File: config.mk
export PLATFORM = sky130hd
export DESIGN_NAME = if_stage_flat
export DESIGN_NICKNAME = d
export VERILOG_FILES = /design/src/rtl/if_stage_if.sv /design/src/rtl/if_stage.sv /design/src/flat_wrapper.sv
export SDC_FILE = /design/constraint.sdc
export NUM_CORES = 1
export LEC_CHECK = 0
export CAP_MARGIN = 5
export CORE_MARGIN = 3
export CORE_UTILIZATION = 51
export DETAILED_ROUTE_END_ITERATION = 8
export MAX_ROUTING_LAYER = met4
export PLACE_DENSITY = 0.83
export RECOVER_POWER = 100
export SETUP_SLACK_MARGIN = 0.3
export SLEW_MARGIN = 20
export SYNTH_ARGS = -nofsm -noshare
export SYNTH_HDL_FRONTEND = slang
export SYNTH_SLANG_ARGS = --single-unit
File: constraint.sdc
create_clock -name clk -period 8 [get_ports clk]
set_input_delay 2 -clock clk [delete_from_list [all_inputs] [get_ports clk]]
set_output_delay 2 -clock clk [all_outputs]
set_load 0.01 [all_outputs]
File: src/rtl/if_stage_if.sv
// if_stage_if: bundles the fetch stage's ID-side control and instruction-memory signals.
//
// Signals:
//   IFWrite        ID hazard enable; 0 freezes PC and IF/ID
//   Branch, Jump   ID redirect requests (branch taken, JAL/JALR)
//   JumpAddr       redirect target
//   imem_req       fetch request (driven by the fetch stage)
//   imem_addr      fetch address, always the current PC
//   imem_valid     one-cycle response strobe for the outstanding request
//   imem_rdata     instruction word, valid with imem_valid
//   Instruction_id IF/ID instruction register
//   PC_id          IF/ID PC register
//   fetch_wait_cnt, flush_cnt   optional counters, present only with IF_PERF_CNT_EN
//
// Modports: master = fetch stage, slave = decode stage / instruction memory side.
// Optional feature macro: IF_PERF_CNT_EN.

interface if_stage_if;
  logic        IFWrite;
  logic        Branch;
  logic        Jump;
  logic [31:0] JumpAddr;
  logic        imem_req;
  logic [31:0] imem_addr;
  logic        imem_valid;
  logic [31:0] imem_rdata;
  logic [31:0] Instruction_id;
  logic [31:0] PC_id;
`ifdef IF_PERF_CNT_EN
  logic [31:0] fetch_wait_cnt;
  logic [31:0] flush_cnt;
`endif

  modport master (
    input  IFWrite,
    input  Branch,
    input  Jump,
    input  JumpAddr,
    input  imem_valid,
    input  imem_rdata,
    output imem_req,
    output imem_addr,
    output Instruction_id,
`ifdef IF_PERF_CNT_EN
    output fetch_wait_cnt,
    output flush_cnt,
`endif
    output PC_id
  );

  modport slave (
    output IFWrite,
    output Branch,
    output Jump,
    output JumpAddr,
    output imem_valid,
    output imem_rdata,
    input  imem_req,
    input  imem_addr,
    input  Instruction_id,
`ifdef IF_PERF_CNT_EN
    input  fetch_wait_cnt,
    input  flush_cnt,
`endif
    input  PC_id
  );
endinterface

File: src/rtl/if_stage.sv
// if_stage: instruction fetch stage with a single-outstanding-request memory port and an
// IF/ID pipeline register.
//
// Ports:
//   clk    single clock, rising edge
//   reset  asynchronous, active-high
//   bus    if_stage_if.master (ID control, instruction memory port, IF/ID outputs)
//
// Parameters:
//   RESET_PC   PC loaded on reset
//   NOP_INSTR  bubble written into IF/ID
//
// Fetch FSM:
//   StReq   request outstanding at the current PC (imem_req=1)
//   StHold  word captured while ID is stalled (imem_req=0)
//   StDrop  redirect arrived before the response; the stale word is discarded (imem_req=0)
//
// Optional feature macro: IF_PERF_CNT_EN adds fetch_wait_cnt (StReq cycles without a
// response) and flush_cnt (redirect cycles). Both wrap and reset to 0.

module if_stage #(
  parameter logic [31:0] RESET_PC  = 32'h0000_0000,
  parameter logic [31:0] NOP_INSTR = 32'h0000_0013
) (
  input logic         clk,
  input logic         reset,
  if_stage_if.master  bus
);

  typedef enum logic [1:0] {StReq, StHold, StDrop} state_e;

  state_e      state_q;
  logic        req_q;
  logic [31:0] pc_q;
  logic [31:0] instr_id_q;
  logic [31:0] pc_id_q;
  logic [31:0] hold_instr_q;
  logic [31:0] hold_pc_q;

  logic        redirect;
  logic [31:0] pc_inc;

  // A stalled ID stage cannot commit to a branch, so redirects are gated by IFWrite.
  always_comb begin
    redirect = (bus.Branch | bus.Jump) & bus.IFWrite;
    pc_inc   = pc_q + 32'd4;
  end

  always_ff @(posedge clk or posedge reset) begin
    if (reset) begin
      state_q      <= StReq;
      req_q        <= 1'b1;
      pc_q         <= RESET_PC;
      instr_id_q   <= NOP_INSTR;
      pc_id_q      <= 32'h0;
      hold_instr_q <= 32'h0;
      hold_pc_q    <= 32'h0;
    end else begin
      case (state_q)
        StReq: begin
          if (redirect) begin
            pc_q       <= bus.JumpAddr;
            instr_id_q <= NOP_INSTR;
            if (bus.imem_valid) begin
              // Response and redirect coincide: drop the word, request the target next.
              state_q <= StReq;
              req_q   <= 1'b1;
            end else begin
              // Response still in flight; it must be swallowed before refetching.
              state_q <= StDrop;
              req_q   <= 1'b0;
            end
          end else if (bus.imem_valid) begin
            if (bus.IFWrite) begin
              instr_id_q <= bus.imem_rdata;
              pc_id_q    <= pc_q;
              pc_q       <= pc_inc;
            end else begin
              hold_instr_q <= bus.imem_rdata;
              hold_pc_q    <= pc_q;
              state_q      <= StHold;
              req_q        <= 1'b0;
            end
          end else if (bus.IFWrite) begin
            // Nothing fetched yet: ID advances on a bubble, PC_id keeps its value.
            instr_id_q <= NOP_INSTR;
          end
        end

        StHold: begin
          if (redirect) begin
            pc_q         <= bus.JumpAddr;
            instr_id_q   <= NOP_INSTR;
            hold_instr_q <= 32'h0;
            hold_pc_q    <= 32'h0;
            state_q      <= StReq;
            req_q        <= 1'b1;
          end else if (bus.IFWrite) begin
            instr_id_q <= hold_instr_q;
            pc_id_q    <= hold_pc_q;
            pc_q       <= pc_inc;
            state_q    <= StReq;
            req_q      <= 1'b1;
          end
        end

        StDrop: begin
          if (redirect) begin
            pc_q       <= bus.JumpAddr;
            instr_id_q <= NOP_INSTR;
          end else if (bus.IFWrite) begin
            instr_id_q <= NOP_INSTR;
          end
          if (bus.imem_valid) begin
            state_q <= StReq;
            req_q   <= 1'b1;
          end
        end

        default: begin
          state_q <= StReq;
          req_q   <= 1'b1;
        end
      endcase
    end
  end

  assign bus.imem_req       = req_q;
  assign bus.imem_addr      = pc_q;
  assign bus.Instruction_id = instr_id_q;
  assign bus.PC_id          = pc_id_q;

`ifdef IF_PERF_CNT_EN
  logic [31:0] fetch_wait_cnt_q;
  logic [31:0] flush_cnt_q;

  always_ff @(posedge clk or posedge reset) begin
    if (reset) begin
      fetch_wait_cnt_q <= 32'h0;
      flush_cnt_q      <= 32'h0;
    end else begin
      if ((state_q == StReq) && !bus.imem_valid) begin
        fetch_wait_cnt_q <= fetch_wait_cnt_q + 32'd1;
      end
      if (redirect) begin
        flush_cnt_q <= flush_cnt_q + 32'd1;
      end
    end
  end

  assign bus.fetch_wait_cnt = fetch_wait_cnt_q;
  assign bus.flush_cnt      = flush_cnt_q;
`endif

endmodule

File: src/flat_wrapper.sv
// flat-port wrapper written by rule: the top's interface ports become plain ports
module if_stage_flat 
#(
  parameter logic [31:0] RESET_PC  = 32'h0000_0000,
  parameter logic [31:0] NOP_INSTR = 32'h0000_0013
)
  (clk, reset, bus_IFWrite, bus_Branch, bus_Jump, bus_JumpAddr, bus_imem_valid, bus_imem_rdata, bus_imem_req, bus_imem_addr, bus_Instruction_id, bus_PC_id);
  if_stage_if bus_i ();
  input logic clk;
  input logic reset;
  input wire logic [$bits(bus_i.IFWrite)-1:0] bus_IFWrite;
  input wire logic [$bits(bus_i.Branch)-1:0] bus_Branch;
  input wire logic [$bits(bus_i.Jump)-1:0] bus_Jump;
  input wire logic [$bits(bus_i.JumpAddr)-1:0] bus_JumpAddr;
  input wire logic [$bits(bus_i.imem_valid)-1:0] bus_imem_valid;
  input wire logic [$bits(bus_i.imem_rdata)-1:0] bus_imem_rdata;
  output wire logic [$bits(bus_i.imem_req)-1:0] bus_imem_req;
  output wire logic [$bits(bus_i.imem_addr)-1:0] bus_imem_addr;
  output wire logic [$bits(bus_i.Instruction_id)-1:0] bus_Instruction_id;
  output wire logic [$bits(bus_i.PC_id)-1:0] bus_PC_id;
  assign bus_i.IFWrite = bus_IFWrite;
  assign bus_i.Branch = bus_Branch;
  assign bus_i.Jump = bus_Jump;
  assign bus_i.JumpAddr = bus_JumpAddr;
  assign bus_i.imem_valid = bus_imem_valid;
  assign bus_i.imem_rdata = bus_imem_rdata;
  assign bus_imem_req = bus_i.imem_req;
  assign bus_imem_addr = bus_i.imem_addr;
  assign bus_Instruction_id = bus_i.Instruction_id;
  assign bus_PC_id = bus_i.PC_id;
  if_stage #(.RESET_PC(RESET_PC), .NOP_INSTR(NOP_INSTR)) u_core (.clk(clk), .reset(reset), .bus(bus_i));
endmodule
# Word level (Yosys, flattened, before mapping)
# Index checks and enable logic that the tools add are counted.
# totals
elab_cells,78
inputBits,70
memories,0
mem_bits_ro,0
out_inout_bits,97
regBits,163
latch_bits,0
mem_bits_rw,0
# op_classes
reduce_logical,8
n_div,0
n_bitwise,2
order_cmp,0
mul,0
n_addsub,1
n_mux,45
shift,0
eq_ne,15
# op_table
operator,n
32-bit two-way mux,24
32-bit case mux with 2 select lines,3
32-bit case mux with 3 select lines,2
"32-bit by 3-bit adder with 32-bit output, second input constant",1
2-bit two-way mux,7
"2-bit inequality test, second input constant",7
"3-bit by 2-bit inequality test with 1-bit output, second input constant",3
1-bit two-way mux,7
2-bit case mux with 3 select lines,1
3-bit AND reduction,2
6-bit AND reduction,1
5-bit AND reduction,1
"2-bit by 1-bit inequality test with 1-bit output, second input constant",2
"4-bit by 3-bit inequality test with 1-bit output, second input constant",1
4-bit AND reduction,1
1-bit case mux with 3 select lines,1
3-bit nonzero test,1
"2-bit by 1-bit equality test with 1-bit output, second input constant",1
"2-bit equality test, second input constant",1
2-bit zero test,1
2-bit nonzero test,1
1-bit AND,1
1-bit bitwise OR,1

# Longest topological paths before layout
# logic_depth
word_depth,5
depth_mapped,9
ltp_nobuf,7

# Worst setup path after synthesis
# OpenSTA, ideal clock, no wires.
# synth_path
path_type,input port to flip-flop
startpoint,input port bus_IFWrite
endpoint,register u_core.pc_q[30] (netlist: u_core.bus.imem_addr[30])
n_path_buf,2
slack_ns,4.775
setup_time_ns,0.128
arrival_ns,3.097
required_ns,7.872
path_stages,7
cell_sequence,buf_2 > o21a_1 > nor2_1 > clkbuf_1 > nand2_1 > o32ai_1 > a21oi_1
# synth_between
elab_chain_cells,4
word_cells_on_any_way,9
cone_classes,2 x eq/ne; 5 x mux; 1 x bitwise; 1 x reduce/logical
# synth_rtl
element,line_no,text
from (decl),flat_wrapper.sv:11,input wire logic [$bits(bus_i.IFWrite)-1:0] bus_IFWrite;
32-bit two-way mux (2 in series),-,
32-bit two-way mux,if_stage.sv:61,if (redirect) begin
32-bit case mux with 3 select lines,if_stage.sv:59,case (state_q)
to (signal assigned),if_stage.sv:62,pc_q <= bus.JumpAddr;
to (signal assigned),if_stage.sv:77,pc_q <= pc_inc;
to (signal assigned),if_stage.sv:92,pc_q <= bus.JumpAddr;
to (decl),if_stage.sv:34,logic [31:0] pc_q;
# Several ways; a longest one is shown, not always the timed one. The select of a mux whose other input is x is not followed.
# A chain may end at the register's enable or synchronous reset.

# Worst setup path in the final report
# layout_path
startpoint,input port bus_IFWrite
endpoint,register u_core.pc_id_q[21] (netlist: u_core.bus.PC_id[21])
# layout_between
elab_chain_cells,3
word_cells_on_any_way,6
cone_classes,4 x eq/ne; 1 x bitwise; 1 x reduce/logical
# layout_rtl
element,line_no,text
1-bit AND,if_stage.sv:45,redirect = (bus.Branch | bus.Jump) & bus.IFWrite;
2-bit inequality test (no source line),-,
6-bit AND reduction (no source line) *,-,
to (signal assigned),if_stage.sv:76,pc_id_q <= pc_q;
to (signal assigned),if_stage.sv:100,pc_id_q <= hold_pc_q;
to (decl),if_stage.sv:36,logic [31:0] pc_id_q;
# Mark *: on every way between the ends. The rest lies on a longest branch, timed or not.

==> metrics.cfg <==
[status]
status=finished with violations
violations=capacitance limit, slew limit

[cts]
cts_setup_buffers=0
cts_root_buf=clkbuf_16
cts_tree=built
cts.sinks=163
h-tree-depth=4
clock_latency_ns=0.42
cts_hold_buffers=0
post_cts_resized=0
clkSlewWorstSetupHoldPaths_ns=0.06
cts_buffers=17
cts.path.max_buffers=2

[detailed_routing]
drtIter0Drc=610
wl_per_cell_um=19.72
finalWirelength_mm=20.58
dr.pass1.iters=6
drc_errors=0
vias=6559
ant_nets=0
viasPerCell=6.283

[finish]
seqCellArea_um2=4084
stdcell_count=1044
nets=926
syn2layout_area_growth_pct=30.13
drive_gt1_frac=0.05336
n_fill_cell=1042
multi_input_area_um2=3098

[synth]
synth_cells=717
synth_ff_type=dfrtp_1
synth_top_family_by_area=compound AO/OA/AOI/OAI gates
ys_top_cells_by_count=159 x dfrtp_1, 68 x a21oi_1, 66 x a22o_1, 59 x nor2_1, 56 x nand2_1
syn_avg_cell_area_um2=10.41
syn-num-nets=792
synthTopCellsByArea=dfrtp_1 53%, a22o_1 7.7%, a21oi_1 4.6%
yosysTopAreaCellShare=0.5329
synth_xor_area_frac=0
ys.warnings.count=0
synthSimpleGateAreaFrac=0.1136
synth-adder-area-share=0.008379
synthesis.area_um2=7466
synth_compound_area_frac=0.2437
yosysTopAreaCell=dfrtp_1
ys_types=57
yosys_register_bits=163
yosysSeqAreaShare=0.5470
synthArstFlopShare=1.000
muxShareOfSynthArea=0.04726
synth.most_common_cell=dfrtp_1
synth_edf_count=0

[place]
gp_congestion=0.8835
portBuffers=166
placed_cells=1012
dp_hpwl_mm=13.44

[sta]
finalSetupViolations=0
slew_viol_final=280
finalCritPeriodShare=0.6987
tightestPinTransition_ns=3.163
clock_skew_ns=0.006609
fmax_ghz=0.1789
period_minus_slack_ns=5.590
rsz0062_at_grt=no
finalSetupTns_ns=0
hold_viol=0
max_slew_margin=-1.109

[floorplan]
ioPinCount=167
row_count=43
die_w_um=127.0
initial_core_util=0.5296
core-area_um2=14100
die_y_um=127.0
fp.dieArea_um2=16130

[setup_path]
r2r_start=u_core.state_q[1]
startpoint_type=input port
path_class=input port to flop
worstPathRequired_ns=8.33
cp_max_fo=40
cp_common_cell=a21oi_1
cp-end-kind=flop
r2r-end=u_core.bus.PC_id[21]
critPathMaxStageDelay_ns=1.39
r2r_slack_ns=3.42
worstPathCellList=dlygate4sd3_1 -> nand2_1 -> a21oi_1 -> clkbuf_1 -> nor2_1 -> a21oi_1
r2r_cells=8
cp.arrival_ns=5.92
cpMaxStageDelayCell=a21oi_1

[grt]
grt_max_degree=113
grt_pass1_vias=6426
grt_usage=0.2636
overflow=0
grt_pass1_wl_mm=33.22
antenna_found_initial=1

[hold_path]
holdPathEnd=u_core.bus.Instruction_id[23]
hold_class=flop to flop
hold_depth=2
min-delay-start=u_core.bus.Instruction_id[23]

[power]
vdd_drop_max_v=0.0002458
p_leak_uw=0.004052
powerDensity_nw_per_um2=415.4

[flow_run]
maxCapViolCount=6

-- cell type report --
class | count | share of cell area
multi-input combinational | 489 | 0.3189
clock buffer | 20 | 0.04495
tap | 180 | 0.02318
inverter | 7 | 0.003220
sequential | 163 | 0.4203
timing repair buffer | 173 | 0.1749
clock inverter | 10 | 0.01404
antenna | 2 | 0.0005151
-- routing by layer --
| metal | routed length (µm) | part of all wire | GRT usage |
|---|---|---|---|
| met1 | 8599 | 0.42 | 0.3481 |
| met2 | 9803 | 0.48 | 0.4010 |
| met3 | 1736 | 0.084 | 0.07358 |
| met4 | 443 | 0.022 | 0.08013 |
| met5 | 0 | 0 | - |
-- worst max-delay path, delay by kind of cell --
kind                   cells  cell delay (ns)
AOI/OAI and AO/OA          2             1.60
and+or+nand+nor            2             0.20
buffers and inverters      2             2.09
-- how the worst max path moves through the flow --
stage	from	to	slack, ns
4_1_cts	bus_imem_valid	u_core.bus.Instruction_id[14]	3.58
2_1_floorplan	reset	u_core.bus.Instruction_id[10]	1.60
5_1_grt	reset	u_core.hold_pc_q[3]	1.86
3_3_place_gp	bus_imem_valid	u_core.bus.Instruction_id[2]	3.29
6_report	bus_IFWrite	u_core.bus.PC_id[21]	2.41
3_5_place_dp	bus_imem_valid	u_core.bus.Instruction_id[8]	3.12
-- kinds of logic after synthesis --
kind of cell / after synthesis
adders and majority gates: 5
muxes: 35
DFF: 163
and+or+nand+nor: 181
AOI/OAI and AO/OA: 268
buffers and inverters: 65
-- where the power goes --
part	internal (µW)	switching, µW
clock network	486	325
logic	796	862
registers	1220	346
total	2500	1530
-- state kept, by name, summed over array words and instances (netlist names) --
register,flops
u_core.bus.imem_req,1
u_core.hold_instr_q,32
u_core.hold_pc_q,32
u_core.state_q,2
u_core.bus.Instruction_id,32
u_core.bus.PC_id,32
u_core.bus.imem_addr,32
-- through the flow --
| step | hold WS [ns] | power (µW) | worst slack (ns) | utilization | cell area (µm²) |
|---|---|---|---|---|---|
| global placement | 0.4615 | 3230 | 3.288 | 0.6509 | 9175 |
| finish | 0.4769 | 4036 | 2.410 | 0.6892 | 9716 |
| floorplan | 0.4606 | 2524 | 1.602 | - | 7466 |
| detailed placement | 0.4689 | 3306 | 3.122 | 0.6509 | 9175 |
| CTS | 0.4830 | 4143 | 3.583 | 0.6916 | 9748 |
| global route | 0.5062 | 4282 | 1.860 | 0.6891 | 9713 |
-- cells in the final DEF, fill, tap and decap left out, types with 3 or more instances in the layout --
cell type | Yosys | routed
clkbuf_16 | 0 | 17
a22oi_1 | 30 | 30
o22a_1 | 8 | 8
a2bb2oi_1 | 6 | 6
nor3_1 | 11 | 11
o22ai_1 | 9 | 9
clkdlybuf4s50_1 | 0 | 66
a31oi_1 | 7 | 7
o31ai_1 | 4 | 4
mux2i_1 | 33 | 33
clkinvlp_4 | 0 | 3
dlygate4sd3_1 | 0 | 100
and3_1 | 7 | 7
nand4_1 | 7 | 7
clkinv_2 | 0 | 3
clkbuf_1 | 22 | 7
a21oi_1 | 68 | 69
nor2_1 | 59 | 58
and4_1 | 6 | 6
o21ai_0 | 49 | 50
bufinv_16 | 0 | 3
buf_4 | 4 | 3
nand3_1 | 16 | 16
nand2_1 | 56 | 56
dfstp_2 | 4 | 4
ha_1 | 5 | 4
a22o_1 | 66 | 66
inv_1 | 7 | 6
dfrtp_1 | 159 | 159
(Power assumes the default switching activity.)
